==> src/rtl/obi_bank_arbiter.sv <==
// obi_bank_arbiter: round-robin arbiter letting NMASTERS OBI requesters share one RAM bank.
// Ports:
//   clk_i, rst_ni                 clock, synchronous active-low reset
//   m_req_i / m_gnt_o             per-master request / combinational grant
//   m_addr_i, m_we_i, m_be_i,     packed per-master request fields (master i at [i*W +: W])
//   m_wdata_i
//   m_rvalid_o, m_rdata_o         per-master response valid, broadcast response data
//   s_req_o, s_gnt_i, s_addr_o,   bank request channel carrying the winner's fields
//   s_we_o, s_be_o, s_wdata_o
//   s_rvalid_i, s_rdata_i         bank response channel (in order)
//   busy_o                        outstanding count is nonzero
//   err_o                         sticky protocol error (dropped locked request, spurious response)
module obi_bank_arbiter #(
    parameter int NMASTERS = 3,
    parameter int AW       = 32,
    parameter int DW       = 32,
    parameter int DEPTH    = 2
) (
    input  logic                   clk_i,
    input  logic                   rst_ni,
    input  logic [NMASTERS-1:0]    m_req_i,
    output logic [NMASTERS-1:0]    m_gnt_o,
    input  logic [NMASTERS*AW-1:0] m_addr_i,
    input  logic [NMASTERS-1:0]    m_we_i,
    input  logic [NMASTERS*DW/8-1:0] m_be_i,
    input  logic [NMASTERS*DW-1:0] m_wdata_i,
    output logic [NMASTERS-1:0]    m_rvalid_o,
    output logic [DW-1:0]          m_rdata_o,
    output logic                   s_req_o,
    input  logic                   s_gnt_i,
    output logic [AW-1:0]          s_addr_o,
    output logic                   s_we_o,
    output logic [DW/8-1:0]        s_be_o,
    output logic [DW-1:0]          s_wdata_o,
    input  logic                   s_rvalid_i,
    input  logic [DW-1:0]          s_rdata_i,
    output logic                   busy_o,
    output logic                   err_o
);
    localparam int IW = NMASTERS > 1 ? $clog2(NMASTERS) : 1;
    localparam int PW = DEPTH > 1 ? $clog2(DEPTH) : 1;
    localparam int CW = $clog2(DEPTH + 1);
    localparam int BW = DW / 8;

    logic [IW-1:0] r_rr, r_lock_idx, w_scan_idx, w_win;
    logic [IW-1:0] r_fifo [DEPTH];
    logic [PW-1:0] r_wp, r_rp;
    logic [CW-1:0] r_cnt, w_cnt_n;
    logic          r_lock, r_busy, r_err;
    logic          w_scan_found, w_found, w_sreq, w_hs, w_pop, w_spur, w_drop;

    // Scan downward from the farthest offset so the requester closest to r_rr is written last and wins.
    always_comb begin
        w_scan_found = 1'b0;
        w_scan_idx   = '0;
        for (int k = NMASTERS - 1; k >= 0; k--) begin
            if (m_req_i[(int'(r_rr) + k) % NMASTERS]) begin
                w_scan_found = 1'b1;
                w_scan_idx   = IW'((int'(r_rr) + k) % NMASTERS);
            end
        end
    end

    // A stalled request pins the winner so the bank sees stable fields until it grants.
    assign w_win   = r_lock ? r_lock_idx : w_scan_idx;
    assign w_found = r_lock ? m_req_i[r_lock_idx] : w_scan_found;
    assign w_drop  = r_lock && !m_req_i[r_lock_idx];
    assign w_sreq  = rst_ni && w_found && (r_cnt < CW'(DEPTH));
    assign w_hs    = w_sreq && s_gnt_i;
    assign w_pop   = rst_ni && s_rvalid_i && (r_cnt != '0);
    assign w_spur  = s_rvalid_i && (r_cnt == '0);
    assign w_cnt_n = r_cnt + CW'(w_hs) - CW'(w_pop);

    assign s_req_o    = w_sreq;
    assign s_addr_o   = w_sreq ? m_addr_i[w_win*AW +: AW] : '0;
    assign s_we_o     = w_sreq ? m_we_i[w_win] : 1'b0;
    assign s_be_o     = w_sreq ? m_be_i[w_win*BW +: BW] : '0;
    assign s_wdata_o  = w_sreq ? m_wdata_i[w_win*DW +: DW] : '0;
    assign m_gnt_o    = w_hs ? (NMASTERS'(1) << w_win) : '0;
    assign m_rvalid_o = w_pop ? (NMASTERS'(1) << r_fifo[r_rp]) : '0;
    assign m_rdata_o  = s_rdata_i;
    assign busy_o     = r_busy;
    assign err_o      = r_err;

    always_ff @(posedge clk_i) begin
        if (w_hs) r_fifo[r_wp] <= w_win;
    end

    always_ff @(posedge clk_i) begin
        if (!rst_ni) begin
            r_rr       <= '0;
            r_cnt      <= '0;
            r_wp       <= '0;
            r_rp       <= '0;
            r_lock     <= 1'b0;
            r_lock_idx <= '0;
            r_busy     <= 1'b0;
            r_err      <= 1'b0;
        end else begin
            if (w_hs) begin
                r_wp <= (r_wp == PW'(DEPTH - 1)) ? '0 : r_wp + 1'b1;
                r_rr <= (w_win == IW'(NMASTERS - 1)) ? '0 : w_win + 1'b1;
            end
            if (w_pop) r_rp <= (r_rp == PW'(DEPTH - 1)) ? '0 : r_rp + 1'b1;
            // Lock holds exactly while a presented request waits for grant; a drop or a grant clears it.
            r_lock <= w_sreq && !s_gnt_i;
            if (w_sreq && !s_gnt_i) r_lock_idx <= w_win;
            r_cnt  <= w_cnt_n;
            r_busy <= (w_cnt_n != '0);
            r_err  <= r_err || w_drop || w_spur;
        end
    end
endmodule
==> config.mk <==
export PLATFORM = sky130hd
export DESIGN_NAME = obi_bank_arbiter
export DESIGN_NICKNAME = d
export VERILOG_FILES = /design/src/rtl/obi_bank_arbiter.sv
export SDC_FILE = /design/constraint.sdc
export NUM_CORES = 1
export LEC_CHECK = 0
export BUFFER_PORTS_ARGS = -buffer_cell sky130_fd_sc_hd__buf_2
export CORE_MARGIN = 3
export CORE_UTILIZATION = 25
export CTS_BUF_LIST = sky130_fd_sc_hd__clkbuf_8 sky130_fd_sc_hd__clkbuf_16
export DETAILED_ROUTE_END_ITERATION = 12
export PLACE_DENSITY = 0.53
export SETUP_SLACK_MARGIN = 0.4
export SKIP_CTS_REPAIR_TIMING = 1
export SLEW_MARGIN = 20
export SYNTH_ARGS = -nofsm -noshare
export SYNTH_HDL_FRONTEND = slang
export SYNTH_SLANG_ARGS = --single-unit
export TNS_END_PERCENT = 30
==> constraint.sdc <==
create_clock -name clk_i -period 7.5 [get_ports clk_i]
set_input_delay 1.5 -clock clk_i [delete_from_list [all_inputs] [get_ports clk_i]]
set_output_delay 1.5 -clock clk_i [all_outputs]
set_load 0.01 [all_outputs]
======== Word-level counts from Yosys, hierarchy flattened ========
Memory sizes are Yosys's and may differ from the RTL's. A register that Yosys moved wholly into a read port is not among the register bits.
Index checks and enable logic that the tools add are counted.
cells by class
  add/subtract/negate cells ............... 7
  reduce and logical (&&, ||, !) cells .... 15
  bitwise gates (word level) .............. 0
  shift operators ......................... 5
  multiplexer cells ....................... 34
  equal/unequal tests ..................... 1
  $mul .................................... 0
  $lt $le $gt $ge ......................... 6
  div/mod/pow operators ................... 3
operators with widths
  kind                                                                    number
  96-bit by 8-bit variable part select with 32-bit output                 2
  32-bit by 4-bit < comparator with 1-bit output (second input constant)  3
  32-bit by 3-bit modulo with 32-bit output (second input constant)       2
  32-bit 2-to-1 mux                                                       2
  3-bit by 3-bit modulo with 32-bit output (second input constant)        1
  1-bit 2-to-1 mux                                                        19
  12-bit by 5-bit variable part select with 4-bit output                  1
  1-bit binary-select mux with 2-bit select                               5
  2-bit 2-to-1 mux                                                        5
  1-bit logical AND                                                       8
  2-bit by 3-bit < comparator with 1-bit output (second input constant)   2
  3-bit 2-to-1 mux                                                        2
  1-bit by 2-bit left shift with 3-bit output (first input constant)      2
  4-bit 2-to-1 mux                                                        1
  2-bit nonzero test                                                      2
  2-bit by 1-bit adder with 3-bit output (second input constant)          1
  2-bit by 2-bit adder with 3-bit output (second input constant)          1
  1-bit adder (second input constant)                                     2
  2-bit by 1-bit adder with 2-bit output                                  1
  2-bit by 1-bit adder with 2-bit output (second input constant)          1
  2-bit equality test (second input constant)                             1
  1-bit zero test                                                         2
  2-bit zero test                                                         1
  1-bit logical OR                                                        2
  2 further kinds                                                         2
storage, ports and cells
  output and inout bits ................... 110
  latch bits .............................. 0
  bits in registers ....................... 11
  memories ................................ 1
  word-level logic and storage cells ...... 80
  memory bits (writable) .................. 4
  input port bits ......................... 246
  memory bits (read-only) ................. 0
memories
  name    depth  width  rd ports  clocked after memory_dff  wr ports  line  RTL
  r_fifo  2      2      1         1                         1         46    logic [IW-1:0] r_fifo [DEPTH];

======== Logic depth before layout (Yosys ltp) ========
  depth after elaboration ................. 15
  depth in mapped cells ................... 13
  depth with buffers taken out ............ 12

======== Least setup slack after synthesis ========
OpenSTA, ideal clock, no wires.
  path kind ............................... input -> output
  start point ............................. in m_req_i[2]
  end point ............................... out s_wdata_o[30]
  path buffers ............................ 4
  stages .................................. 9
  path slack .............................. 2,854 ps
  data required time ...................... 6,000 ps
  data arrival time ....................... 3,146 ps
  cells stage by stage .................... clkbuf_1 > nor4b_1 > o21a_1 > buf_2 > buf_2 > buf_1 > o2111ai_1 > nand3_1 > a22o_1
on the way
  longest elaborated chain between the ends .. 10
  elaborated cells between the ends (all ways) .. 23
  classes of those cells .................. shift (1); mux (20); reduce/logical (2)
RTL lines
  item                                                                                             line  RTL
  from (decl)                                                                                      21    input logic [NMASTERS-1:0] m_req_i,
  branches (longest 9 deep; another with 96-bit by 8-bit variable part select with 32-bit output)  -
  32-bit 2-to-1 mux *                                                                              78    assign s_wdata_o = w_sreq ? m_wdata_i[w_win*DW +: DW] : '0;
  to (decl)                                                                                        34    output logic [DW-1:0] s_wdata_o,
Mark *: on every way between the ends. The select of a mux whose other input is x is not followed.

======== Final worst setup path ========
  start point ............................. in m_req_i[1]
  end point ............................... out s_addr_o[11]
on the way
  longest elaborated chain between the ends .. 10
  elaborated cells between the ends (all ways) .. 23
  classes of those cells .................. shift (1); mux (20); reduce/logical (2)
RTL lines
  item                                                                                             line  RTL
  branches (longest 9 deep; another with 96-bit by 8-bit variable part select with 32-bit output)  -
  32-bit 2-to-1 mux *                                                                              75    assign s_addr_o = w_sreq ? m_addr_i[w_win*AW +: AW] : '0;
  to (decl)                                                                                        31    output logic [AW-1:0] s_addr_o,
Marks and branches as above.

==> results.txt <==
----------------------------------------------------
[Setup path]
  Crit path max-delay family ... compound AO/OA/AOI/OAI gates
  Kind of launch point of the worst setup path ... input port
  Slowest stage delay, CP ... 0.63 ns
  CP dominant cell by count ... buf_2
  Critical-path maximum fanout ... between 40 and 50
  Arrival @ worst endpoint ... 4.04 ns
  Endpoint type of the worst setup path ... output pin
  Worst setup path category ... in2out
  Ordered list of cells on the worst path ... buf_2, nor4b_1, o21a_2, buf_4, o2111ai_1, nand3_1, a22o_1, buf_2
  Slowest library cell on the worst path ... o21a_2
  Total buffers and inverters traversed by the critical path ... 3
  Critical path data required time ... 6.00 ns

[Logic synthesis]
  Post-synthesis sequential element count ... 16
  Share of async-settable or async-resettable flops after synthesis ... 0%
  Portion of synthesized cell area occupied by the leading cell type ... 14.90%
  Cell taking the most area after synthesis ... nand3_1
  Most instantiated flip-flop cell in the synthesis netlist ... dfxtp_1
  Average cell area after synthesis ... slightly above 7 um2
  Number of warning messages in the yosys log ... 0
  Biggest area contributors in the synthesized netlist ... nand3_1 (15%), a222oi_1 (15%), a22o_1 (13%)
  Number of instances in the synthesized netlist ... around 660
  Distinct cells, synth ... 51
  Netlist area before placement ... 4737 um2
  EDFF count, synth ... 4
  Synthesized net count ... 913
  Sequential fraction of the synthesis area ... ~7.6%

[Layout]
  Most common library cell in the layout ignoring fill and taps ... buf_2
  Area growth, synth to finish ... 29.00%
  Post-route insts no fill ... about 1100
  Highest-count cells in the layout ignoring fill and taps ... buf_2 (291), nand3_1 (141), nor2b_1 (71)
  Share of layout cells above drive strength 1 ... 38.68%
  Post-layout net count ... between 1000 and 1500
  Number of antenna cells inserted ... 0

[STA]
  Total Neg Setup Slack ... 0 ns
  Worst Clk Skew ... 0.001689 ns
  Period utilization ... between 70 and 80%
  Endpoints failing setup ... 0
  Number of pins with negative max-slew slack in the final report ... 0
  Number of hold violations in the final report ... 0
  Actual transition at the worst max-transition pin ... 0.9237 ns
  Slew headroom ... about 38%
  Fmax ... 0.1807 GHz
  Setup repair after global routing missed its margin ... false
  Clock period minus final worst setup slack ... about 5.5 ns

[Clock network]
  Cts bufs inserted ... 3
  Number of clock sinks ... 16
  Root buffer cell ... clkbuf_16
  Clock Latency Late Sink ... roughly 0.25 ns
  H-tree depth reported by CTS ... 1
  Clk pin slew, worst setup/hold paths ... about 0.050 ns
  TritonCTS clock tree ... built
  Largest buffer count on any clock path ... 2

[Run]
  Number of maximum-capacitance violations ... 0

[Global routing]
  Gr ovfl total ... 0
  Initial antenna violation count ... 2
  Number of global-route vias before repair ... 6202
  Largest net degree at the start of global routing ... 74
  Global-route wire length before repair ... 33110 um
  Overall fraction of global-route tracks in use ... 19.31%

[Power and ir drop]
  Pwr dens ... roughly 270 nW/um2
  Leakage dissipation ... 0.002804 uW
  Worst IR drop on VDD ... 0.1155 mV

[Floorplanning]
  Placeable Area ... 18270 um2
  Die Span Y ... between 100 and 150 um
  Number of placement rows ... 49
  Width of the die ... 143.7 um
  Number of ports placed on the die boundary ... 356
  Initial core utilization ... about a quarter
  Die outline area ... 20640 um2

[Place]
  Routability cong. ... 0.8049
  Number of buffers added on ports ... 291
  Number of instances in the placed design ... 1073
  Half-perimeter wire length after placement ... 15430 um

[Detailed routing]
  Routed vias/inst ... 6.084
  Drt first-iter violations ... 812
  Overall via count from detail_route ... 6553
  Drc violations ... 0
  TritonRoute pass-1 iters ... 6
  Final wirelength ... around 22000 um
  Number of nets with antenna violations after routing ... 0
  Average wire per cell in the routed design ... 20.19 um

[Run status]
  Run status ... completed

[Min path]
  Worst hold-check path type ... reg2reg

----------------------------------------------------
## stage by stage
step	power, uW	setup WS (ns)	util [%]	instance area (um2)	hold slack [ns]
2_1_floorplan	1105	2.854	-	4737	0.4542
3_3_place_gp	1514	2.009	32.91	6012	0.4618
3_5_place_dp	1525	1.924	33.02	6032	0.4821
4_1_cts	1636	1.925	33.45	6111	0.4915
5_1_grt	1783	1.760	33.45	6111	0.5280
6_report	1638	1.965	33.45	6111	0.4909
## worst paths after layout
path | cells after the start | start | slack (ns) | to
setup / recovery | 8 | m_req_i[1] | 1.96 | s_addr_o[11]
hold / removal | 2 | r_wp$_SDFFE_PN0P_ | 0.49 | r_wp$_SDFFE_PN0P_
setup reg to reg | 11 | r_lock$_SDFF_PN0_ | 3.98 | r_cnt[1]$_SDFF_PN0_
hold reg to reg | 2 | r_wp$_SDFFE_PN0P_ | 0.49 | r_wp$_SDFFE_PN0P_
## per-layer routing
layer  part of all wire, %  global-route usage [%]  vias to the layer above
met4                   2.3                   5.005                        4
met1                    40                   24.76                     3081
met2                    49                   33.84                      328
li1                      -                       -                     3105
met3                   8.0                   2.928                       35
met5                 0.097                       0                        -
## synthesized netlist by cell type (2+ instances only)
master     number
nand3_1       141
nor2b_1        72
nor2_1         19
ha_1            3
mux2i_1         5
o21a_1          2
edfxtp_1        4
buf_4          32
o31ai_1         2
o211ai_1        4
o211a_1         2
nand2_1         6
a222oi_1       69
nor3_2          2
a21oi_1         6
dfxtp_1        12
inv_1          11
o21ai_0         4
nand3b_1        3
or2_2           2
buf_2          22
buf_1           2
nor3_1          3
nor4b_1         2
a22o_1         69
o211ai_2        2
o2111ai_1      69
clkbuf_1       70
xor2_1          2
## state kept, by name, indices dropped and copies added (netlist names), named ones only
name,cells
r_fifo,4
r_cnt,2
r_lock_idx,2
r_rr,2
busy_o,1
err_o,1
r_lock,1
r_rp,1
r_wp,1
## worst reg2reg max path, delay by kind of cell, from the launching register on
family | cells | cell delay, ns
AO/OA/AOI/OAI | 2 | 0.68
buffers and inverters | 2 | 1.05
XOR/XNOR | 2 | 0.36
AND/OR/NAND/NOR | 3 | 0.73
flip-flops | 1 | 0.32
adder cells (fa/ha/maj) | 1 | 0.21
multiplexers | 1 | 0.07
## cell families (layout without fill, tap and decap cells)
kind of cell             Yosys count  in the layout  share of synthesized area (%)
AO/OA/AOI/OAI                    239            239                          45.64
XOR/XNOR                           3              3                         0.5548
adder cells (fa/ha/maj)            3              3                         0.7925
buffers and inverters            139            323                          14.29
flip-flops                        16             16                          7.607
multiplexers                       7              7                          1.770
AND/OR/NAND/NOR                  257            257                          29.35
## final cells by class
| cell class | instances | area (um2) |
|---|---|---|
| clock buffer | 3 | 75.07 |
| clock inverter | 1 | 3.754 |
| fill | 2027 | 12160 |
| inverter | 12 | 45.04 |
| multi-input combinational | 509 | 3750 |
| sequential | 16 | 361.6 |
| tap | 229 | 286.5 |
| timing repair buffer | 307 | 1589 |
## power by group
group	switching [uW]	internal [uW]
Clock	35.9	70.9
Combinational	853	554
Sequential	13.8	110
(Power assumes the default switching activity.)
